[src/rtl/gate_window_sequencer.sv]
// Gate window sequencer: drives the clear/snapshot strobes of the gated pulse
// counter to form back-to-back windows of programmable length. It captures
// each snapshot and presents it as a valid/ready result stream carrying a
// sequence number, a saturation flag and a sticky overrun flag.
//
// Result handshake: a transfer happens on every rising clk edge where
// res_valid && res_ready. While res_valid=1 and res_ready=0 the result fields
// hold stable. A new capture that meets res_valid && !res_ready is dropped:
// the held result is kept and overrun is set.
module gate_window_sequencer #(
   parameter int W_CTR  = 8,
   parameter int W_GATE = 32,
   parameter int W_SEQ  = 16
) (
   input  logic              clk,
   input  logic              rst,
   input  logic              en,
   input  logic [W_GATE-1:0] gate_len,
   input  logic [W_CTR-1:0]  ctr_val,
   output logic              ctr_rst,
   output logic              ctr_smp,
   output logic [W_CTR-1:0]  res_data,
   output logic              res_sat,
   output logic [W_SEQ-1:0]  res_seq,
   output logic              res_valid,
   input  logic              res_ready,
   output logic              overrun,
   input  logic              clr_ovr,
   output logic              busy,
   output logic [1:0]        dbg_state_o
);

   typedef enum logic [1:0] {
      S_IDLE     = 2'd0,
      S_PRIME    = 2'd1,
      S_GATE     = 2'd2,
      S_BOUNDARY = 2'd3
   } state_t;

   state_t             state_q, state_d;
   logic [W_GATE-1:0]  glen_q, glen_d;
   logic [W_GATE-1:0]  gcnt_q, gcnt_d;
   logic [W_GATE-1:0]  gate_eff;
   logic               cap_q;
   logic [W_SEQ-1:0]   seq_q, seq_d;
   logic [W_CTR-1:0]   data_q, data_d;
   logic               sat_q, sat_d;
   logic [W_SEQ-1:0]   rseq_q, rseq_d;
   logic               valid_q, valid_d;
   logic               ovr_q, ovr_d;
   logic               drop;

   // A zero gate length would give an empty window; run it as one cycle.
   assign gate_eff = (gate_len == '0) ? W_GATE'(1) : gate_len;

   // Next-state logic: window length is latched when a window sequence starts
   // and again on every boundary, so mid-window changes apply to the next one.
   always_comb begin
      state_d = state_q;
      glen_d  = glen_q;
      gcnt_d  = gcnt_q;
      case (state_q)
         S_IDLE: begin
            if (en) begin
               state_d = S_PRIME;
               glen_d  = gate_eff;
            end
         end
         S_PRIME: begin
            state_d = S_GATE;
            gcnt_d  = W_GATE'(1);
         end
         S_GATE: begin
            if (gcnt_q >= glen_q) state_d = S_BOUNDARY;
            else                  gcnt_d  = gcnt_q + W_GATE'(1);
         end
         S_BOUNDARY: begin
            glen_d  = gate_eff;
            gcnt_d  = W_GATE'(1);
            state_d = en ? S_GATE : S_IDLE;
         end
         default: state_d = S_IDLE;
      endcase
   end

   // State register with the gate cycle counter and latched length.
   always_ff @(posedge clk) begin
      if (rst) begin
         state_q <= S_IDLE;
         glen_q  <= W_GATE'(1);
         gcnt_q  <= '0;
      end else begin
         state_q <= state_d;
         glen_q  <= glen_d;
         gcnt_q  <= gcnt_d;
      end
   end

   // Counter strobes decode straight from the state; rst also clears the counter.
   assign ctr_rst = rst | (state_q == S_PRIME) | (state_q == S_BOUNDARY);
   assign ctr_smp = ~rst & (state_q == S_BOUNDARY);

   // Result path: capture the snapshot the cycle after a boundary.
   always_comb begin
      data_d  = data_q;
      sat_d   = sat_q;
      rseq_d  = rseq_q;
      valid_d = valid_q;
      ovr_d   = ovr_q;
      seq_d   = seq_q;
      drop    = 1'b0;
      if (cap_q) begin
         if (!valid_q || res_ready) begin
            data_d  = ctr_val;
            sat_d   = (ctr_val == {W_CTR{1'b1}});
            rseq_d  = seq_q;
            valid_d = 1'b1;
         end else begin
            drop = 1'b1;
         end
         // Dropped windows still consume a sequence number so gaps show.
         seq_d = seq_q + W_SEQ'(1);
      end else if (valid_q && res_ready) begin
         valid_d = 1'b0;
      end
      if (state_q == S_IDLE && en) seq_d = '0;
      if (drop)         ovr_d = 1'b1;
      else if (clr_ovr) ovr_d = 1'b0;
   end

   // Result registers and the capture-pending flag.
   always_ff @(posedge clk) begin
      if (rst) begin
         cap_q   <= 1'b0;
         seq_q   <= '0;
         data_q  <= '0;
         sat_q   <= 1'b0;
         rseq_q  <= '0;
         valid_q <= 1'b0;
         ovr_q   <= 1'b0;
      end else begin
         cap_q   <= (state_q == S_BOUNDARY);
         seq_q   <= seq_d;
         data_q  <= data_d;
         sat_q   <= sat_d;
         rseq_q  <= rseq_d;
         valid_q <= valid_d;
         ovr_q   <= ovr_d;
      end
   end

   assign res_data    = data_q;
   assign res_sat     = sat_q;
   assign res_seq     = rseq_q;
   assign res_valid   = valid_q;
   assign overrun     = ovr_q;
   assign busy        = (state_q != S_IDLE) | cap_q;
   assign dbg_state_o = state_q;

endmodule

[config.mk]
export PLATFORM = sky130hd
export DESIGN_NAME = gate_window_sequencer
export DESIGN_NICKNAME = d
export VERILOG_FILES = /design/src/rtl/gate_window_sequencer.sv
export SDC_FILE = /design/constraint.sdc
export NUM_CORES = 1
export LEC_CHECK = 0
export BUFFER_PORTS_ARGS = -buffer_cell sky130_fd_sc_hd__buf_2
export CORE_MARGIN = 4
export CORE_UTILIZATION = 58
export DETAILED_ROUTE_END_ITERATION = 10
export PLACE_DENSITY = 0.81
export SKIP_LAST_GASP = 1
export SLEW_MARGIN = 5
export SYNTH_ARGS = -nofsm -noshare
export SYNTH_HDL_FRONTEND = slang
export SYNTH_SLANG_ARGS = --single-unit
[constraint.sdc]
create_clock -name clk -period 3.1 [get_ports clk]
set_input_delay 0 -clock clk [delete_from_list [all_inputs] [get_ports clk]]
set_output_delay 0 -clock clk [all_outputs]
set_load 0.02 [all_outputs]
---- Word level (Yosys, flattened, before mapping) ----
Cells that the tools add are included.
storage, ports and cells
  bits in registers ....................... 110
  output and inout port bits .............. 32
  logic and storage cells ................. 60
operators by class
  add/subtract/negate cells ............... 2
  order comparisons ....................... 1
  eq/ne operators ......................... 8
  multiplexer cells ....................... 16
  bitwise gates (word level) .............. 5
  reduce and logical (&&, ||, !) cells .... 18
operator list
  cell                   number
  $pmux 32 s2            2
  $mux 32                3
  $add 32x1->32 const B  1
  $ge 32x32->1           1
  $logic_not 32->1       1
  $add 16x1->16 const B  1
  $reduce_and 2->1       5
  $reduce_bool 2->1      5
  $eq 8x8->1 const B     1
  $pmux 2 s4             1
  $mux 1                 7
  $mux 2                 3
  $ne 2x2->1 const B     3
  $eq 2x2->1 const B     2
  $reduce_or 2->1        2
  $or 1x1->1             3
  $eq 2x1->1 const B     1
  $logic_and 1x1->1      2
  $logic_not 2->1        1
  $ne 2x1->1 const B     1
  $and 1x1->1            1
  $logic_not 1->1        1
  $logic_or 1x1->1       1
  $not 1->1              1

---- Longest topological paths before layout ----
  word-level depth ........................ 5
  mapped depth ............................ 10

---- Worst setup path before layout ----
Ideal clock, no wire load.
  path kind ............................... register -> register
  start point ............................. register gcnt_q[0]
  end point ............................... register gcnt_q[17]
  setup time .............................. 135 ps
  data arrival time ....................... 2429 ps
  slack ................................... 536 ps
  stages on the path, launching flop included .. 11
  path buffers ............................ 2
  cells stage by stage .................... dfxtp_1 -> inv_1 -> ha_1 -> nand2b_4 -> a2111oi_4 -> a2111oi_2 -> o41a_4 -> buf_6 -> buf_2 -> o311ai_0 -> o41ai_1
on the way
  cells in the longest elaborated chain, start to end .. 3
  elaborated cells between the ends (all ways) .. 6
  classes of those cells .................. add/sub: 1; order compare: 1; eq/ne: 1; mux: 2; reduce/logical: 1
ends and longest elaborated chain
  what                                             RTL line  RTL
  start: declaration                               42        logic [W_GATE-1:0] gcnt_q, gcnt_d;
  start signal: assignment                         95        gcnt_q <= gcnt_d;
  $add 32x1->32 or $ge 32x32->1 (tied branches)    75, 74
  $mux 32 or $ne 2x2->1 (tied branches)            n/a
  $pmux 32 s2 or $reduce_and 2->1 (tied branches)  n/a
Parallel ways exist; a longest one is shown, timed or not. The select of a mux whose other input is x is not followed.
A chain may end at the register's enable or synchronous reset.

---- Worst setup path after layout ----
  start point ............................. register gcnt_q[0]
  end point ............................... register gcnt_q[20]
Same word-level chain as after synthesis.

==> results.md <==
- Min Hold Slack: 91.3 ps
- Warnings, synthesis: 0
- RSZ-0062 raised after global routing: no
- Max rail drop VDD: 0.000312 V
- Async set or reset register ratio after synthesis: 0%
- Post-CTS Setup Repair Bufs: 0
- Status: completed
- Setup TNS: 0 ps
- Synth top area share: 40.0%
- Largest net degree at the start of global routing: 55
- Distinct cells, synth: 47
- Clock transition at path regs: 100 ps
- Vert. Die Dim: 105 µm
- Worst path arrival time: 3150 ps
- Flop pwr share: 54.5%
- Drc violations: 0
- Via-to-Cell Ratio: 5.91
- Worst hold path class: in -> reg
- # fillers: 719
- Final nets: 872
- NetSw: 0.000789 W
- DP HPWL: 9950 µm
- Number of global-route vias before repair: 5388
- Initial antenna violation count: 0
- Placer congestion estimate: 0.861
- Endpoint class of the critical path: flop
- Worst R2R End: gcnt_q[20]
- Syn Std Cell Area: 5500 µm²
- H-tree levels: 3
- Pleak: 2.49 nW
- First-pass GRT wire length: 26300 µm
- Resize count post-CTS: 0
- Proportion of power drawn by the clock network: 30.0%
- Worst clock skew: 10.9 ps
- DP Worst Slack: 281 ps
- Final ANT Viol Nets: 0
- Initial core utilization: 59.6%
- Die Area: 11100 µm²
- Crit path time final: 2850 ps
- Layout cells sized above 1: 13.8%
- Synth Register Bits: 110
- Tot GR Track Use: 28.6%
- Clk root buf: clkbuf_8
- Detailed-route wire length: 15400 µm
- Hold depth: 2
- Reg2reg path depth: 8
- IO Pins: 77
- Grt met2 use: 50.4%
- Max-cap viol count: 0
- Internal power: 0.00193 W
- CTS Buf Count: 9
- Switch share: 29.0%
- Synth Flop Type: dfxtp_1
- Vias: 5481
- Reg-to-reg slack, setup: 250 ps
- Rows: 35
- Pwr/cell area: 413 nW/µm²
- Critical path type: reg -> reg
- Combinational Power Share: 15.5%
- Register area share after synthesis: 40.0%
- Clk sinks: 110
- Syn Inst Count: 690
- Met1 Track Usage GR: 35.2%
- Port Buffers: 76
- Drt initial violations: 451
- GRT met3 Usage: 4.90%
- CTS tree: done
- Clk Latency, worst-skew pair: 370 ps
- Largest area contributor in the netlist: dfxtp_1
- Final setup fails: 0
- Mean Syn Cell Area: 7.98 µm²
- Critical path required time: 3400 ps
- Wire per inst: 16.6 µm
- Pins Over Slew Limit: 0
- Least-Margin Pin Slew: 723 ps
- Startpoint types: flop
- # hold bufs at CTS: 43
- Setup WS post-layout: 250 ps
- Final hold viol count: 0
- Tcrit/Tclk final: 91.9%
- Worst Hold Endpoint: glen_q[1]
- Ant diodes: 0
- Crit Path Max Fanout: 54
- Post-synth EDFFs: 0
- Reg2reg start: gcnt_q[0]
- GR Overflow Total: 0
- CORE AREA: 9240 µm²
- Slew Limit Headroom: 51.8%
- P&R area growth vs syn: 19.7%
- DR pass1 iterations: 5
- GR peak layer: met2
- Fmax: 351 MHz
- Mapped Nets: 769
- CTS Buffer Depth: 2
- Worst hold path startpoint: rst
- Die W: 105 µm
- Synth top area cells: dfxtp_1 40%, nand2_1 10%, a21oi_1 8.2%, ha_1 7.7%, inv_1 2.7%
-- power groups by stage --
stage	Sequential [W]	Clock [W]	Combinational [W]
floorplan	0.00151	0	0.000246
global placement	0.00151	0	0.000349
detailed placement	0.00151	0	0.000365
CTS	0.00148	0.000827	0.000407
global route	0.00149	0.000891	0.000463
finish	0.00148	0.000816	0.000421
-- worst max-delay path: stages (launching register included) --
cell and delay, ps:
dfxtp_1 400, inv_1 80, ha_1 270, nand2b_4 150
a2111oi_4 360, a2111oi_2 80, o41a_4 690, or4_1 570
a21oi_1 160
-- cell usage in the layout, fill, tap and decap left out, types with 3 or more instances in the layout --
cell type      synthesis  layout
a21oi_1               90      90
and2_1                 6       6
and3_1                 5       5
and4_1                 5       5
buf_2                  3      76
buf_4                  0      12
clkbuf_8               0       9
dfxtp_1              110     110
dlygate4sd3_1          0      43
ha_1                  34      34
inv_1                 39      39
inv_6                  0       4
mux2i_1                5       5
nand2_1              149     149
nand2b_1               3       3
nand3_1               20      20
nand4_1               20      20
nor2_1                33      33
nor2b_1                3       3
nor3_1                 7       7
nor4_1                13      13
o21ai_0                9       9
o311ai_0               5       5
o31ai_1               12      12
o41ai_1               13      13
or3_1                 15      15
or4_1                 14      14
or4b_1                 4       4
xnor2_1                3       3
xor2_1                11      11
-- stage by stage --
step,instances,utilization (%),cell area [µm²],power (W)
finish,927,71.3,6590,0.00272
global route,927,71.3,6590,0.00284
CTS,927,71.3,6590,0.00272
detailed placement,868,64.7,5980,0.00188
global placement,868,64.7,5980,0.00186
floorplan,690,-,5500,0.00176
-- layout make-up --
cell class | count | area (µm²) | area share [%]
multi-input combinational | 502 | 3000 | 45.5
inverter | 39 | 146 | 2.22
clock buffer | 9 | 124 | 1.88
timing repair buffer | 131 | 901 | 13.7
sequential | 110 | 2200 | 33.4
tap | 129 | 161 | 2.45
clock inverter | 7 | 53.8 | 0.817
-- Yosys cell counts, types with 11 or more instances --
master,instances
clkbuf_1,35
nand2_1,149
or3_1,15
o31ai_1,12
nor2_1,33
dfxtp_1,110
a21oi_1,90
nor4_1,13
ha_1,34
nand4_1,20
xor2_1,11
o41ai_1,13
inv_1,39
or4_1,14
nand3_1,20
-- registers in the layout (all words and copies together) (netlist names) --
name / cells
gcnt_q: 32
glen_q: 32
res_seq: 16
seq_q: 16
res_data: 8
dbg_state_o: 2
cap_q: 1
overrun: 1
res_sat: 1
res_valid: 1
-- routing by layer --
layer,wire length [µm],vias up
met4,449,0
li1,-,2656
met1,6470,2562
met3,846,44
met2,7620,219
met5,0,-
-- cells by family after synthesis --
logic type	Yosys count	synth area share (%)
AOI/OAI and AO/OA	145	16.7
xor gates and xnor gates	14	2.23
adders and majority gates	34	7.73
buffers and inverters	78	5.53
DFF	110	40.0
muxes	5	0.910
and+or+nand+nor	304	26.9
-- worst max path at each step --
| stage | startpoint | end | slack, ps | cells after the start |
|---|---|---|---|---|
| 6_report | gcnt_q[0] | gcnt_q[20] | 250 | 8 |
| 3_3_place_gp | gcnt_q[0] | gcnt_q[9] | 370 | 8 |
| 3_5_place_dp | gcnt_q[0] | gcnt_q[20] | 280 | 8 |
| 5_1_grt | gcnt_q[0] | gcnt_q[4] | 70 | 8 |
| 4_1_cts | gcnt_q[0] | gcnt_q[4] | 260 | 8 |
| 2_1_floorplan | gcnt_q[0] | gcnt_q[17] | 540 | 10 |
Note: power is estimated with default switching activity, not from simulation.
